`src/rtl/arith_pkg.sv`:
```
// Shared definitions for the arithmetic datapath (multiplier and divider).
package arith_pkg;

    // Control states shared by the sequential arithmetic units.
    typedef enum logic [1:0] {
        IDLE   = 2'd0,
        RUN    = 2'd1,
        FINISH = 2'd2
    } state_t;

    // Default operand width, kept common with the divider so both stay matched.
    localparam int DEFAULT_WIDTH = 4;

    // Step counter width: enough to count WIDTH steps, never narrower than 1 bit.
    function automatic int cnt_width(input int w);
        int c;
        c = $clog2(w);
        return (c < 1) ? 1 : c;
    endfunction

    localparam int CNT_WIDTH = cnt_width(DEFAULT_WIDTH);

endpackage

```
`src/rtl/seq_mul_add_mul_step.sv`:
```
// One shift-and-add step: conditionally add the multiplicand into the high
// half of the accumulator, then shift {acc_hi, acc_lo} right by one.
module mul_step
    import arith_pkg::*;
#(
    parameter int WIDTH = DEFAULT_WIDTH
) (
    input  logic [WIDTH:0]   acc_hi,
    input  logic [WIDTH-1:0] acc_lo,
    input  logic [WIDTH-1:0] a,
    output logic [WIDTH:0]   next_hi,
    output logic [WIDTH-1:0] next_lo
);

    logic [WIDTH:0] sum;

    // Conditional add at WIDTH+1 bits keeps the carry, then logical right shift.
    always_comb begin
        sum     = acc_hi + (acc_lo[0] ? {1'b0, a} : '0);
        next_hi = {1'b0, sum[WIDTH:1]};
        next_lo = {sum[0], acc_lo[WIDTH-1:1]};
    end

endmodule

```
`src/rtl/seq_mul_add.sv`:
```
// Sequential unsigned multiply-add, p = a*b + c, one multiplier bit per clock.
// Also rebuilds a dividend from divider results: dividend = q*divisor + r.
//
// Handshake: start is sampled only while idle (busy low); a, b and c are
// captured on that accept edge. busy is high from the accept edge until the
// result is written. done pulses for exactly one cycle together with the new
// p, and p holds until the next completion. start while busy is dropped; start
// during the done cycle is accepted because the unit is already idle again.
module seq_mul_add
    import arith_pkg::*;
#(
    parameter int WIDTH = DEFAULT_WIDTH
) (
    input  logic               clk,
    input  logic               rst,
    input  logic               start,
    input  logic [WIDTH-1:0]   a,
    input  logic [WIDTH-1:0]   b,
    input  logic [WIDTH-1:0]   c,
    output logic [2*WIDTH-1:0] p,
    output logic               busy,
    output logic               done
);

    localparam int CW = cnt_width(WIDTH);
    localparam logic [CW-1:0] LAST_STEP = CW'(WIDTH - 1);

    state_t           state;
    logic [WIDTH:0]   acc_hi;
    logic [WIDTH-1:0] acc_lo;
    logic [WIDTH-1:0] a_reg;
    logic [WIDTH-1:0] c_reg;
    logic [CW-1:0]    cnt;

    logic [WIDTH:0]   step_hi;
    logic [WIDTH-1:0] step_lo;

    mul_step #(
        .WIDTH (WIDTH)
    ) u_step (
        .acc_hi  (acc_hi),
        .acc_lo  (acc_lo),
        .a       (a_reg),
        .next_hi (step_hi),
        .next_lo (step_lo)
    );

    // busy is decoded straight from the state register.
    always_comb begin
        busy = (state != IDLE);
    end

    // Control FSM plus datapath registers; done is cleared on every edge it is not set.
    always_ff @(posedge clk) begin
        if (rst) begin
            state  <= IDLE;
            acc_hi <= '0;
            acc_lo <= '0;
            a_reg  <= '0;
            c_reg  <= '0;
            cnt    <= '0;
            p      <= '0;
            done   <= 1'b0;
        end else begin
            done <= 1'b0;
            case (state)
                IDLE: begin
                    if (start) begin
                        acc_hi <= '0;
                        acc_lo <= b;
                        a_reg  <= a;
                        c_reg  <= c;
                        cnt    <= '0;
                        state  <= RUN;
                    end
                end
                RUN: begin
                    acc_hi <= step_hi;
                    acc_lo <= step_lo;
                    cnt    <= cnt + 1'b1;
                    if (cnt == LAST_STEP) begin
                        state <= FINISH;
                    end
                end
                FINISH: begin
                    // The product fits in 2*WIDTH bits, so the top carry bit is zero here.
                    p     <= {acc_hi[WIDTH-1:0], acc_lo} + {{WIDTH{1'b0}}, c_reg};
                    done  <= 1'b1;
                    state <= IDLE;
                end
                default: begin
                    state <= IDLE;
                end
            endcase
        end
    end

endmodule

```
`config.mk`:
```
export PLATFORM = sky130hd
export DESIGN_NAME = seq_mul_add
export DESIGN_NICKNAME = d
export VERILOG_FILES = /design/src/rtl/arith_pkg.sv /design/src/rtl/seq_mul_add_mul_step.sv /design/src/rtl/seq_mul_add.sv
export SDC_FILE = /design/constraint.sdc
export NUM_CORES = 1
export LEC_CHECK = 0
export ABC_AREA = 1
export CAP_MARGIN = 20
export CORE_MARGIN = 2
export CORE_UTILIZATION = 55
export CTS_BUF_LIST = sky130_fd_sc_hd__clkbuf_4 sky130_fd_sc_hd__clkbuf_8
export DETAILED_ROUTE_END_ITERATION = 7
export GPL_ROUTABILITY_DRIVEN = 0
export PLACE_DENSITY = 0.82
export SYNTH_ARGS = -nofsm -noshare
export SYNTH_HDL_FRONTEND = slang
export SYNTH_SLANG_ARGS = --single-unit
```
`constraint.sdc`:
```
create_clock -name clk -period 4.1 [get_ports clk]
set_input_delay 0.41 -clock clk [delete_from_list [all_inputs] [get_ports clk]]
set_output_delay 0.41 -clock clk [all_outputs]
set_load 0.05 [all_outputs]
```
# [Word level (Yosys, flattened, before mapping)]
# Cells that the tools add are included.
[word_totals] in_bits=15 romBits=0 register_bits=30 mem_bits_rw=0 latch_bits=0 memories=0
[op_classes] div=0 n_eq_ne=5 order_cmp=0 reduce_logical=6 muxes=11 n_mul=0 add_sub_neg=3 bitwise_logic=0 shift=0
[ops] op="$pmux 5 s2" n=1
[ops] op="$add 8x4->8" n=1
[ops] op="$mux 4" n=2
[ops] op="$pmux 2 s2" n=2
[ops] op="$pmux 4 s2" n=1
[ops] op="$mux 2" n=3
[ops] op="$reduce_and 2->1" n=3
[ops] op="$add 5x5->5" n=1
[ops] op="$mux 5" n=1
[ops] op="$eq 2x2->1 const B" n=2
[ops] op="$ne 2x2->1 const B" n=2
[ops] op="$reduce_bool 2->1" n=2
[ops] op="$add 2x1->2 const B" n=1
[ops] op="$eq 2x1->1 const B" n=1
[ops] op="$logic_not 2->1" n=1
[ops] op="$mux 1" n=1

# [Depth between registers and ports, before layout]
[logic_depth] word_depth=3 depth_mapped=11 mapped_depth_nobuf=11

# [Modules after synthesis]
# A second synthesis with hierarchy kept.
[hier_totals] cells_unflattened=220 hier_area_um2=1606.5
[modules_own_cells] mod="seq_mul_add" area_per_inst_um2=1352.5 n_inst=1 seq_area_each_um2=600.6 cells_each=174
[modules_own_cells] mod="mul_step" area_per_inst_um2=254.0 n_inst=1 seq_area_each_um2=0.0 cells_each=46

# [Least setup slack after synthesis]
# Ideal clock, no wire load.
[synth_timing] path_type="reg-to-reg" startpoint="register acc_lo[0]" endpoint="register p[6]" setup_ns=0.109 setup_slack_ns=2.556 path_stages_with_launch=12 synth_period_minus_slack_ns=1.544 arrival_ns=1.436 required_ns=3.991 path_cell_list="dfxtp_1 > ha_1 > inv_1 > fa_1 > inv_1 > nand3_1 > nand2_1 > nand2_1 > nand2_1 > nand3_1 > nand2_1 > inv_1"
[synth_via] elab_chain_len=1
[synth_lines] element="start, declared" line="seq_mul_add.sv:30" text="logic [WIDTH-1:0] acc_lo;"
[synth_lines] element="start signal, assigned" line="seq_mul_add.sv:79" text="acc_lo <= step_lo;"
[synth_lines] element="$add 8x4->8" line="seq_mul_add.sv:87" text="p <= {acc_hi[WIDTH-1:0], acc_lo} + {{WIDTH{1'b0}}, c_reg};"
[synth_lines] element="end signal, assigned" line="seq_mul_add.sv:87"
[synth_lines] element="end, declared" line="seq_mul_add.sv:20" text="output logic [2*WIDTH-1:0] p,"
# No other way between the ends.
# A chain may end at the register's enable or synchronous reset.

# [Worst setup path in the final report]
[layout_timing] startpoint="register state[0]" endpoint="output busy"
[layout_via] elab_chain_len=1
[layout_lines] element="start, declared" line="seq_mul_add.sv:28" text="state_t state;"
[layout_lines] element="start signal, assigned" line="seq_mul_add.sv:56" text="state <= IDLE;"
[layout_lines] element="start signal, assigned" line="seq_mul_add.sv:74" text="state <= RUN;"
[layout_lines] element="start signal, assigned" line="seq_mul_add.sv:82" text="state <= FINISH;"
[layout_lines] element="$reduce_bool 2->1" line="seq_mul_add.sv:50" text="busy = (state != IDLE);"
[layout_lines] element="end, declared" line="seq_mul_add.sv:21" text="output logic busy,"
# No other way between the ends.

==> summary.md <==
| Metric | Value |
|---|---|
| Synth area leaders | dfxtp_1, nand2_1, nor2_1, ha_1, inv_1 |
| Design area | 0.001783 mm^2 |
| Clock Latency Late Sink | 340 ps |
| Reg-to-reg critical path startpoint | acc_lo[0]$_SDFFE_PP0P_ |
| Top-level I/O count | 25 |
| Final setup fails | 0 |
| Arr. time, crit path | 1660 ps |
| DR vias/cell | 5.188 |
| Synth Instances | 200 |
| Worst Hold End | a_reg[2]$_SDFFE_PP0P_ |
| CTS Buffer Depth | 2 |
| Switch Pwr | 0.1502 mW |
| Peak supply drop | 267.6 uV |
| Initial antenna violation count | 0 |
| Num CTS Buffers | 5 |
| Worst Setup SP | state[0]$_SDFFE_PP0P_ |
| Req. time, crit path | 3690 ps |
| Clock power frac | 0.288 |
| Syn Area/Cell | 7.488 um^2 |
| CTS tree | done |
| GRT Util Overall | 0.2211 |
| Largest net degree at the start of global routing | 19 |
| Die extent in y | 56.19 um |
| Routed wire length per instance | 12.31 um |
| Fin nets | 252 |
| Reg2Reg Depth | 11 |
| Remaining DRCs | 0 |
| Sw Share | 0.2798 |
| Comb pwr share | 0.148 |
| Initial Utilization | 0.5937 |
| Post-synth net total | 226 |
| Status | completed |
| Initial DRC Count | 24 |
| Post-layout worst setup margin | 2027 ps |
| Rows | 18 |
| P per Cell Area | 301.0 mW/mm^2 |
| GRT overflow | 0 |
| Top reg by flops | p |
| Pre-CTS setup slack | 2130 ps |
| Clk pin slew, worst setup/hold paths | 80 ps |
| Placed cell count | 249 |
| H-tree levels | 2 |
| Max-Cap Viols | 0 |
| Placed Area | 0.001740 mm^2 |
| Post-CTS Setup Bufs | 0 |
| Synthesis Warnings | 0 |
| Share of layout cells above drive strength 1 | 0.08889 |
| Final Max Slew Viols | 0 |
| IO buf count | 24 |
| First-pass GRT wire length | 5.333 mm |
| Critical path peak fanout | 3 |
| Syn-to-layout area delta | 19.05% |
| Yosys top cell area share | 0.3876 |
| Number of global-route vias before repair | 1,234 |
| Post-synthesis cell area | 0.001498 mm^2 |
| Seq cells post-synth | 29 |
| Core area | 0.002522 mm^2 |
| Startpoint Class | flip-flop |
| Register area | 580.6 um^2 |
| CTS Hold Bufs | 0 |
| Vias post-DR | 1,323 |
| Clock skew | 14.85 ps |
| Post-route non-filler standard cell count | 255 |
| Routed Antenna Nets | 0 |
| Fill count | 217 |
| Fmax achieved | 482.5 MHz |
| Hold Path Origin | a_reg[2]$_SDFFE_PP0P_ |
| Post-cts resize count | 0 |
| R2R Setup Slk | 2350 ps |
| Sink Count | 29 |
| CP Class | flip-flop to output port |
| Largest register FFs | 8 |
| Total wire length | 3.140 mm |
| Cell internal pwr | 0.3864 mW |
| Slew headroom | 0.6676 |
| R2R Path End | p[6]$_SDFFE_PP0P_ |
| Area of the multi-input gates | 769.5 um^2 |
| Clock root buffer | clkbuf_4 |
| Crit path capture type | output port |
| # diodes | 0 |
| Leakage | 0.8164 nW |
| Post-synthesis sequential area ratio | 0.3876 |
| Fin crit share | 0.5055 |
| Min Tclk post-route | 2073 ps |
| RSZ-0062 raised after global routing | false |
| Hold Path Stages | 2 |
| Seq pwr share | 0.564 |
| Synth area leader | dfxtp_1 |
| Hpwl dp | 2.426 mm |
| Final hold viol count | 0 |
| Initial DRT Pass Iterations | 4 |
| Setup_tns | 0 ps |
| Tightest Pin Transition | 497.1 ps |
| DIE WIDTH | 56.19 um |
| Count of cell types in the netlist | 30 |
| Min-delay worst type | flip-flop to flip-flop |
| Die Area | 0.003157 mm^2 |
## through the flow
step | power [mW] | utilization | hold WS, ps
after detailed placement | 0.3890 | 0.6900 | 471.9
after global routing | 0.5609 | 0.7068 | 523.1
after CTS | 0.5416 | 0.7068 | 491.6
final | 0.5366 | 0.7068 | 491.8
after floorplan | 0.3626 | - | 454.1
after global placement | 0.3851 | 0.6900 | 466.6
## power groups by stage
stage / Clock [mW] / Sequential [mW] / Combinational (mW)
6_report: 0.154 / 0.303 / 0.0796
2_1_floorplan: 0 / 0.307 / 0.0557
3_5_place_dp: 0 / 0.309 / 0.0798
5_1_grt: 0.167 / 0.304 / 0.0898
4_1_cts: 0.159 / 0.303 / 0.0801
3_3_place_gp: 0 / 0.308 / 0.0766
## how the worst max path moves through the flow
| stage | endpoint | cells after the start |
|---|---|---|
| after global placement | acc_lo[1]$_SDFFE_PP0P_ | 4 |
| after detailed placement | a_reg[1]$_SDFFE_PP0P_ | 4 |
| after CTS | busy | 3 |
| after global routing | busy | 3 |
| after floorplan | p[6]$_SDFFE_PP0P_ | 11 |
| final | busy | 3 |
## area by class of cell
class | count | area share
multi-input combinational | 136 | 0.4316
sequential | 29 | 0.3256
timing repair buffer | 24 | 0.1347
inverter | 30 | 0.06316
clock buffer | 5 | 0.02105
tap | 30 | 0.02105
clock inverter | 1 | 0.002807
## metal layers
metal,track usage,routed length (um),share of wire
met5,0,0,0
met1,0.2707,1439,0.46
met2,0.3496,1468,0.47
met3,0.06047,147,0.047
met4,0.1224,85,0.027
## critical path, stage by stage, from the launching register on
cell and delay (ps):
dfxtp_1 430, inv_2 60, nand2_1 60, clkdlybuf4s50_1 790
## kinds of logic (layout without fill, tap and decap cells)
group                    after synthesis  in the layout  share of synthesized area
AO/OA/AOI/OAI                         33             33                     0.1320
adder cells (fa/ha/maj)               11             11                     0.1019
AND/OR/NAND/NOR                       91             91                     0.2740
XOR/XNOR                               1              1                   0.005849
buffers and inverters                 35             60                    0.09857
flip-flops                            29             29                     0.3876
## cells in the mapped netlist
library cell / number
nor2_8: 1
a22oi_2: 1
nand4_1: 1
nor2_4: 1
or2_1: 1
nand3_1: 18
a21oi_1: 10
o22ai_1: 1
inv_1: 25
buf_6: 1
o21ai_0: 12
nand3_2: 1
nand2_2: 2
clkbuf_1: 1
a21oi_2: 1
buf_4: 2
nor2_2: 1
o211ai_2: 1
xor2_1: 1
clkbuf_2: 1
o211ai_1: 3
a22oi_1: 2
nand2_1: 33
dfxtp_1: 29
o21ai_1: 2
nand3b_1: 1
inv_2: 5
nor2_1: 31
fa_1: 2
ha_1: 9
## layout by cell type (no fill, tap or decap)
master and instances:
clkbuf_4 5, a21oi_1 10, nand2_1 33, inv_2 5, nor2_4 1, a21oi_2 1, dfxtp_1 29, or2_1 1
nand3_1 18, clkdlybuf4s50_1 24, nor2_1 31, nand4_1 1, nand2_2 2, xor2_1 1, fa_1 2, nand3b_1 1
o21ai_0 12, a22oi_2 1, nor2_2 1, o211ai_2 1, inv_1 25, clkinv_2 1, o21ai_1 2, nor2_8 1
a22oi_1 2, o211ai_1 3, nand3_2 1, ha_1 9, o22ai_1 1
Power figures use the tool's default switching activity.
